<file path="src/rtl/gemm_io_wrapper.sv">
// Self-running 4x4 unsigned GEMM: LFSR-generated operands, results streamed on
// the D_out write port and folded onto a few pins so the datapath is kept.
module gemm_io_wrapper #(
    parameter int unsigned N    = 4,
    parameter int unsigned DW   = 8,
    parameter int unsigned OW   = 32,
    parameter logic [15:0] SEED = 16'hACE1
) (
    input  logic       clk_p,
    input  logic       clk_n,
    input  logic       ap_rst,
    output logic       probe_out,
    output logic [3:0] data_out,
    output logic       data_valid
);

    localparam int unsigned NN       = N * N;
    localparam int unsigned LOAD_LEN = 2 * NN;
    localparam int unsigned COMP_LEN = NN * N;
    localparam int unsigned CNT_W    = 6;
    localparam int unsigned PW       = 2 * DW;
    localparam int unsigned LW       = 16;

    typedef enum logic [1:0] {
        IDLE,
        LOAD,
        COMPUTE
    } state_t;

    // Differential input buffer; only the positive leg carries the clock in simulation.
    logic ap_clk;
    logic unused_clk_n;
    assign ap_clk       = clk_p;
    assign unused_clk_n = clk_n;

    state_t           state;
    state_t           state_nxt;
    logic [LW-1:0]    lfsr;
    logic             lfsr_fb;
    logic [CNT_W-1:0] cnt;
    logic [OW-1:0]    acc;
    logic [OW-1:0]    acc_nxt;
    logic [DW-1:0]    a_mem [NN];
    logic [DW-1:0]    b_mem [NN];
    logic [DW-1:0]    a_op;
    logic [DW-1:0]    b_op;
    logic [PW-1:0]    prod;
    logic [1:0]       row_i;
    logic [1:0]       col_j;
    logic [1:0]       k_idx;
    logic             load_last;
    logic             comp_last;
    logic             D_out_write;
    logic [OW-1:0]    D_out_din;

    function automatic logic [3:0] nib_fold(input logic [OW-1:0] w);
        logic [3:0] r;
        r = 4'd0;
        for (int unsigned n = 0; n < OW / 4; n++) begin
            r = r ^ w[4*n +: 4];
        end
        return r;
    endfunction

    // Counter decode: during COMPUTE cnt = {i, j, k}, element order row-major.
    always_comb begin
        row_i     = cnt[5:4];
        col_j     = cnt[3:2];
        k_idx     = cnt[1:0];
        load_last = (cnt == CNT_W'(LOAD_LEN - 1));
        comp_last = (cnt == CNT_W'(COMP_LEN - 1));
        lfsr_fb   = lfsr[0] ^ lfsr[2] ^ lfsr[3] ^ lfsr[5];
        a_op      = a_mem[{row_i, k_idx}];
        b_op      = b_mem[{k_idx, col_j}];
        prod      = PW'(a_op) * PW'(b_op);
        acc_nxt   = ((k_idx == 2'd0) ? OW'(0) : acc) + OW'(prod);
    end

    always_ff @(posedge ap_clk) begin
        if (ap_rst) begin
            state <= IDLE;
        end else begin
            state <= state_nxt;
        end
    end

    always_comb begin
        state_nxt = state;
        case (state)
            IDLE:    state_nxt = LOAD;
            LOAD:    if (load_last) state_nxt = COMPUTE;
            COMPUTE: if (comp_last) state_nxt = LOAD;
            default: state_nxt = IDLE;
        endcase
    end

    // Counters, LFSR, accumulator and the D_out write port.
    always_ff @(posedge ap_clk) begin
        if (ap_rst) begin
            lfsr        <= SEED;
            cnt         <= '0;
            acc         <= '0;
            D_out_write <= 1'b0;
            D_out_din   <= '0;
        end else begin
            D_out_write <= 1'b0;
            case (state)
                IDLE: cnt <= '0;
                LOAD: begin
                    lfsr <= {lfsr_fb, lfsr[LW-1:1]};
                    cnt  <= load_last ? CNT_W'(0) : cnt + CNT_W'(1);
                end
                COMPUTE: begin
                    acc <= acc_nxt;
                    cnt <= comp_last ? CNT_W'(0) : cnt + CNT_W'(1);
                    if (k_idx == 2'd3) begin
                        D_out_din   <= acc_nxt;
                        D_out_write <= 1'b1;
                    end
                end
                default: cnt <= '0;
            endcase
        end
    end

    // Operand storage: first half of LOAD fills A, second half fills B.
    always_ff @(posedge ap_clk) begin
        if (!ap_rst && state == LOAD) begin
            if (!cnt[4]) begin
                a_mem[cnt[3:0]] <= lfsr[DW-1:0];
            end else begin
                b_mem[cnt[3:0]] <= lfsr[DW-1:0];
            end
        end
    end

    always_ff @(posedge ap_clk) begin
        if (ap_rst) begin
            data_valid <= 1'b0;
            data_out   <= 4'd0;
            probe_out  <= 1'b0;
        end else begin
            data_valid <= D_out_write;
            if (D_out_write) begin
                data_out  <= nib_fold(D_out_din);
                probe_out <= probe_out ^ (^D_out_din);
            end
        end
    end

endmodule

</file>
<file path="config.mk">
export PLATFORM = sky130hd
export DESIGN_NAME = gemm_io_wrapper
export DESIGN_NICKNAME = d
export VERILOG_FILES = /design/src/rtl/gemm_io_wrapper.sv
export SDC_FILE = /design/constraint.sdc
export NUM_CORES = 1
export LEC_CHECK = 0
export BUFFER_PORTS_ARGS = -buffer_cell sky130_fd_sc_hd__buf_4
export CAP_MARGIN = 5
export CORE_UTILIZATION = 65
export CTS_CLUSTER_DIAMETER = 120
export DETAILED_ROUTE_END_ITERATION = 10
export GPL_ROUTABILITY_DRIVEN = 0
export MAX_ROUTING_LAYER = met4
export PLACE_DENSITY = 0.86
export SYNTH_ARGS = -nofsm -noshare
export SYNTH_HDL_FRONTEND = slang
export SYNTH_SLANG_ARGS = --single-unit
</file>
<file path="constraint.sdc">
create_clock -name clk_p -period 14.46 [get_ports clk_p]
set_input_delay 4.338 -clock clk_p [delete_from_list [all_inputs] [get_ports clk_p]]
set_output_delay 4.338 -clock clk_p [all_outputs]
set_load 0.03 [all_outputs]
</file>
# After elaboration in Yosys (flattened, before gate mapping)
# Memory sizes are Yosys's and may differ from the RTL's. A register that Yosys moved wholly into a read port is not among the register bits.
# Index checks and enable logic that the tools add are counted.
# totals
ff_bits,95
latchBits,0
ramBits,256
romBits,0
inputBits,3
output_inout_bits,6
mem_count,2
# memory_table
memory,depth,width,rd,rd_clocked_by_memory_dff,write_ports,line_no,text
a_mem,16,8,1,1,1,43,logic [DW-1:0] a_mem [NN];
b_mem,16,8,1,1,1,44,logic [DW-1:0] b_mem [NN];
# classes
add_sub_neg,2
n_mul,1
n_div,0
order_cmp,0
eq_ne,7
shift,0
n_mux,16
bitwise,12
n_reduce_logical,8
# ops
operator,count
adder 32 x 16 -> 32 bit,1
2-to-1 mux 32 bit,1
parity 32 bit,1
XOR 4 bit,7
multiplier 8 x 8 -> 16 bit,1
2-to-1 mux 6 bit,2
case mux 6 bit (2 select lines),1
2-to-1 mux 4 bit,2
2-to-1 mux 1 bit,7
"adder 6 x 1 -> 6 bit, second input constant",1
"== test 6 x 5 -> 1 bit, second input constant",1
"== test 6 bit, second input constant",1
case mux 2 bit (3 select lines),1
"== test 2 bit, second input constant",2
zero test 2 bit,2
2-to-1 mux 2 bit,2
"inequality test 2 bit, second input constant",2
AND reduction 2 bit,2
XOR 1 bit,4
"== test 2 x 1 -> 1 bit, second input constant",1
OR reduction 2 bit,1
logical AND 1 bit,1
zero test 1 bit,1
inverter 1 bit,1

# Logic depth before layout (Yosys ltp)
# depth
depth_word,7
ltp_mapped,26
ltp_nobuf,22

# Least setup slack after synthesis
# OpenSTA, ideal clock, no wires.
# synth_timing
path_type,reg2reg
startpoint,register cnt[0]
endpoint,register acc[24]
arrival_time_ns,6.165
path_slack_ns,8.221
path_stages_with_launch,24
path_buffers,3
cell_sequence,dfxtp_1 -> buf_2 -> buf_2 -> mux4_2 -> mux2_2 -> a21oi_1 -> nor2b_1 -> fa_1 -> inv_1 -> fa_1 -> inv_1 -> fa_1 -> inv_1 -> fa_1 -> inv_1 -> ha_1 -> nand3_1 -> o21ai_0 -> o31a_1 -> o21ai_1 -> and2_1 -> clkbuf_2 -> or4_1 -> a31oi_1
# synth_via
elab_chain_len,3
# synth_rtl
item,line_no,text
"start, declared",40,logic [CNT_W-1:0] cnt;
"start signal, assigned",111,cnt <= load_last ? CNT_W'(0) : cnt + CNT_W'(1);
"start signal, assigned",115,cnt <= comp_last ? CNT_W'(0) : cnt + CNT_W'(1);
zero test 2 bit,76,acc_nxt = ((k_idx == 2'd0) ? OW'(0) : acc) + OW'(prod);
2-to-1 mux 32 bit,76,
adder 32 x 16 -> 32 bit,76,
"end signal, assigned",114,acc <= acc_nxt;
"end, declared",41,logic [OW-1:0] acc;
# Every way passes these cells.
# A chain may end at the register's enable or synchronous reset.

# Worst setup path in the final report
# layout_timing
startpoint,register cnt[0]
endpoint,register D_out_din[22]
# layout_via
elab_chain_len,3
elab_cells_between_ends,5
# layout_rtl
item,line_no,text
zero test 2 bit,76,
2-to-1 mux 32 bit,76,
adder 32 x 16 -> 32 bit,76,
"end signal, assigned",117,D_out_din <= acc_nxt;
"end, declared",54,logic [OW-1:0] D_out_din;
# Several ways; a longest one is shown, not always the timed one.

==> summary.md <==
| Metric | Value |
|---|---|
| Final critical-path setup slack | 6.76 ns |
| Clock slew at reported path FFs | 0.07 ns |
| Layout cell share with drive strength beyond 1 | 0.120 |
| Syn nets | 1,400 |
| Root buffer cell | clkbuf_16 |
| WL/cell | 22.1 µm |
| IO Pins | 9 |
| Post-Route WL | 36,300 µm |
| Clock buffer depth | 3 |
| Crit-path slowest cell | dfxtp_2 |
| Max cap viols | 0 |
| Crit path max-delay family | adder cells |
| Post-DRT Antenna Nets | 0 |
| CP max FO | 24 |
| Leakage power | 6.25 nW |
| DR vias | 10,300 |
| Crit start category | flip-flop |
| Post-CTS resize count | 0 |
| Max-Slew Margin vs Limit | 0.126 |
| Ant. Diodes | 0 |
| Dpl cells | 1,581 |
| Worst R2R Path Depth | 20 |
| Placed inst area | 17,300 µm² |
| Largest net degree at the start of global routing | 75 |
| VDD IR-drop max | 117 µV |
| Clk Latency, worst-skew pair | 0.55 ns |
| Vias in the first global route | 10,500 |
| Top post-synthesis cells by area | edfxtp_1, dfxtp_1, mux4_2, fa_1, ha_1 |
| Dpl ws | 6.77 ns |
| Crit end category | flip-flop |
| First-pass GRT wire length | 56,600 µm |
| Min-delay worst type | reg -> reg |
| Post-synth top area cell | edfxtp_1 |
| CTS sink cnt | 351 |
| Die ar. | 26,800 µm² |
| #FFs+latches synth | 351 |
| Synth Area per Inst | 13.1 µm² |
| Most frequent cells in the layout | edfxtp_1, nand2_1, nor2_1 |
| Routed vias/inst | 6.29 |
| Mapped Area | 17,000 µm² |
| Synth async-reset ratio | 0 |
| Library cells used by synthesis | 63 |
| Max Fclk | 130 MHz |
| Critical path buffer and inverter count | 4 |
| Post-CTS Setup Bufs | 0 |
| PortBufs | 7 |
| # DRC | 0 |
| Slew @ Worst Pin | 1.31 ns |
| Most common cell after layout, fill and taps aside | edfxtp_1 |
| GR Overflow Total | 0 |
| CTS tree | yes |
| Layout Nets | 1,391 |
| Cts hold-fix bufs | 0 |
| Tot Pwr | 2.42 mW |
| Post-synth EDFFs | 256 |
| Final hold vios | 0 |
| Clock skew | 0.0312 ns |
| Slowest stage delay, CP | 0.83 ns |
| CP required | 14.86 ns |
| Max-slew violation count | 0 |
| Number of buffers created by CTS | 36 |
| Initial antenna violation count | 0 |
| Worst hold margin | 0.464 ns |
| Initial DRC Count | 1,062 |
| Row cnt | 58 |
| Setup TNS | 0 ns |
| Die height | 164 µm |
| Primary FF master, synth | edfxtp_1 |
| CORE AREA | 25,400 µm² |
| Most common cell on crit path | fa_1 |
| Min cycle time layout | 7.70 ns |
| Final HPWL DP | 22,300 µm |
| # fillers | 1,586 |
| Worst setup path class | reg -> reg |
| Seq/Total Area, Yosys | 0.565 |
| Die X | 164 µm |
| Gate Count Post-Synth | 1,299 |
| Final period util | 0.532 |
| GRT Overall Usage | 0.293 |
| Final Util | 0.724 |
| First drt pass iteration count | 8 |
| Top-area cell type share of the netlist area | 0.453 |
| WP depth | 20 |
| Initial Util | 0.669 |
| Area Growth Syn to Fin | 8.23% |
| Crit-path cells | buf_4, mux4_2, mux2_2, a21oi_1, or2_2, fa_1, fa_1, inv_1, fa_1, inv_1, fa_1, inv_1, ha_1, nand3_1, o21ai_0, o31a_1, o21ai_1, a21oi_1, mux2i_1, a21oi_1 |
| Final instance area | 18,400 µm² |
| Unrepaired setup endpoints after global routing | false |
| Fin cells | 1,641 |
| Final setup vio count | 0 |
| Total power per unit cell area | 131 nW/µm² |
| WHS Path Cells | 2 |
| Crit path DAT | 8.09 ns |
| Reg2reg setup slack | 6.76 ns |
| Status | completed |
| Level count of the clock H-tree | 2 |
| Ys Warns | 0 |
==> metal layers <==
| layer | wire length [µm] | track usage |
|---|---|---|
| met5 | 0 | - |
| met4 | 1270 | 0.126 |
| met2 | 18000 | 0.480 |
| met3 | 2880 | 0.0432 |
| met1 | 14100 | 0.367 |
==> cells by family (layout without fill, tap and decap cells) <==
kind of cell	count (synthesis)	count (layout)	share of synthesized area
fa+ha+maj	98	98	0.0943
xor+xnor	58	58	0.0299
mux	120	120	0.121
flops	351	351	0.565
simple gates	366	366	0.0962
buf+inv	170	182	0.0390
compound gates	136	136	0.0548
==> cell type report <==
| class | count | area, µm² | area share |
|---|---|---|---|
| flip-flops and latches | 351 | 9590 | 0.522 |
| repair buffers | 19 | 163 | 0.00885 |
| multi-input cells | 778 | 6740 | 0.366 |
| clock buffers | 49 | 981 | 0.0534 |
| clock inverters | 10 | 111 | 0.00606 |
| inverters | 104 | 390 | 0.0212 |
| well taps | 330 | 413 | 0.0225 |
==> cell usage after synthesis (2+ instances only) <==
master,number
mux4_2,68
inv_1,101
a21oi_1,50
a2111oi_4,2
o21ai_0,22
a21o_1,6
and4_1,2
o21ai_1,8
buf_2,12
o21bai_1,2
nor4_1,2
buf_1,12
or3_1,3
nor2_1,120
and2b_1,2
a211oi_2,2
nand2b_1,13
xnor2_1,52
nand3_1,29
and3_1,4
and2_1,8
nor3b_1,2
nand2_1,131
nor3_1,4
fa_1,50
mux2i_1,45
edfxtp_1,256
or2_2,4
ha_1,48
o31ai_1,3
clkinv_1,3
nor2b_1,32
mux2_2,7
a211oi_1,14
a31oi_1,4
buf_4,2
o21a_1,3
nand4_1,7
o221ai_1,3
xor2_1,6
clkbuf_1,39
dfxtp_1,95
==> sequential cells by signal (all words and copies together), names as in the netlist <==
register,flops
data_valid,1
acc,32
D_out_write,1
probe_out,1
state,2
cnt,6
D_out_din,32
lfsr,16
data_out,4
a_mem,128
b_mem,128
==> worst min-delay path, stage by stage (launching register included) <==
cell	delay, ns
dfxtp_1	0.32
nand2_1	0.05
a21oi_1	0.05
==> power breakdown <==
part	total (mW)	internal, mW	switching (mW)
Combinational	0.438	0.166	0.272
Sequential	1.11	1.09	0.0169
Clock	0.873	0.495	0.377
Total	2.42	1.75	0.666
==> final timing paths <==
| kind | end | start |
|---|---|---|
| worst max-delay path | D_out_din[22]$_SDFFE_PP0P_ | cnt[0]$_SDFF_PP0_ |
| worst min-delay path | acc[31]$_SDFFE_PP0P_ | acc[31]$_SDFFE_PP0P_ |
| worst min register to register | acc[31]$_SDFFE_PP0P_ | acc[31]$_SDFFE_PP0P_ |
| worst max register to register | D_out_din[22]$_SDFFE_PP0P_ | cnt[0]$_SDFF_PP0_ |
(Power assumes the default switching activity.)
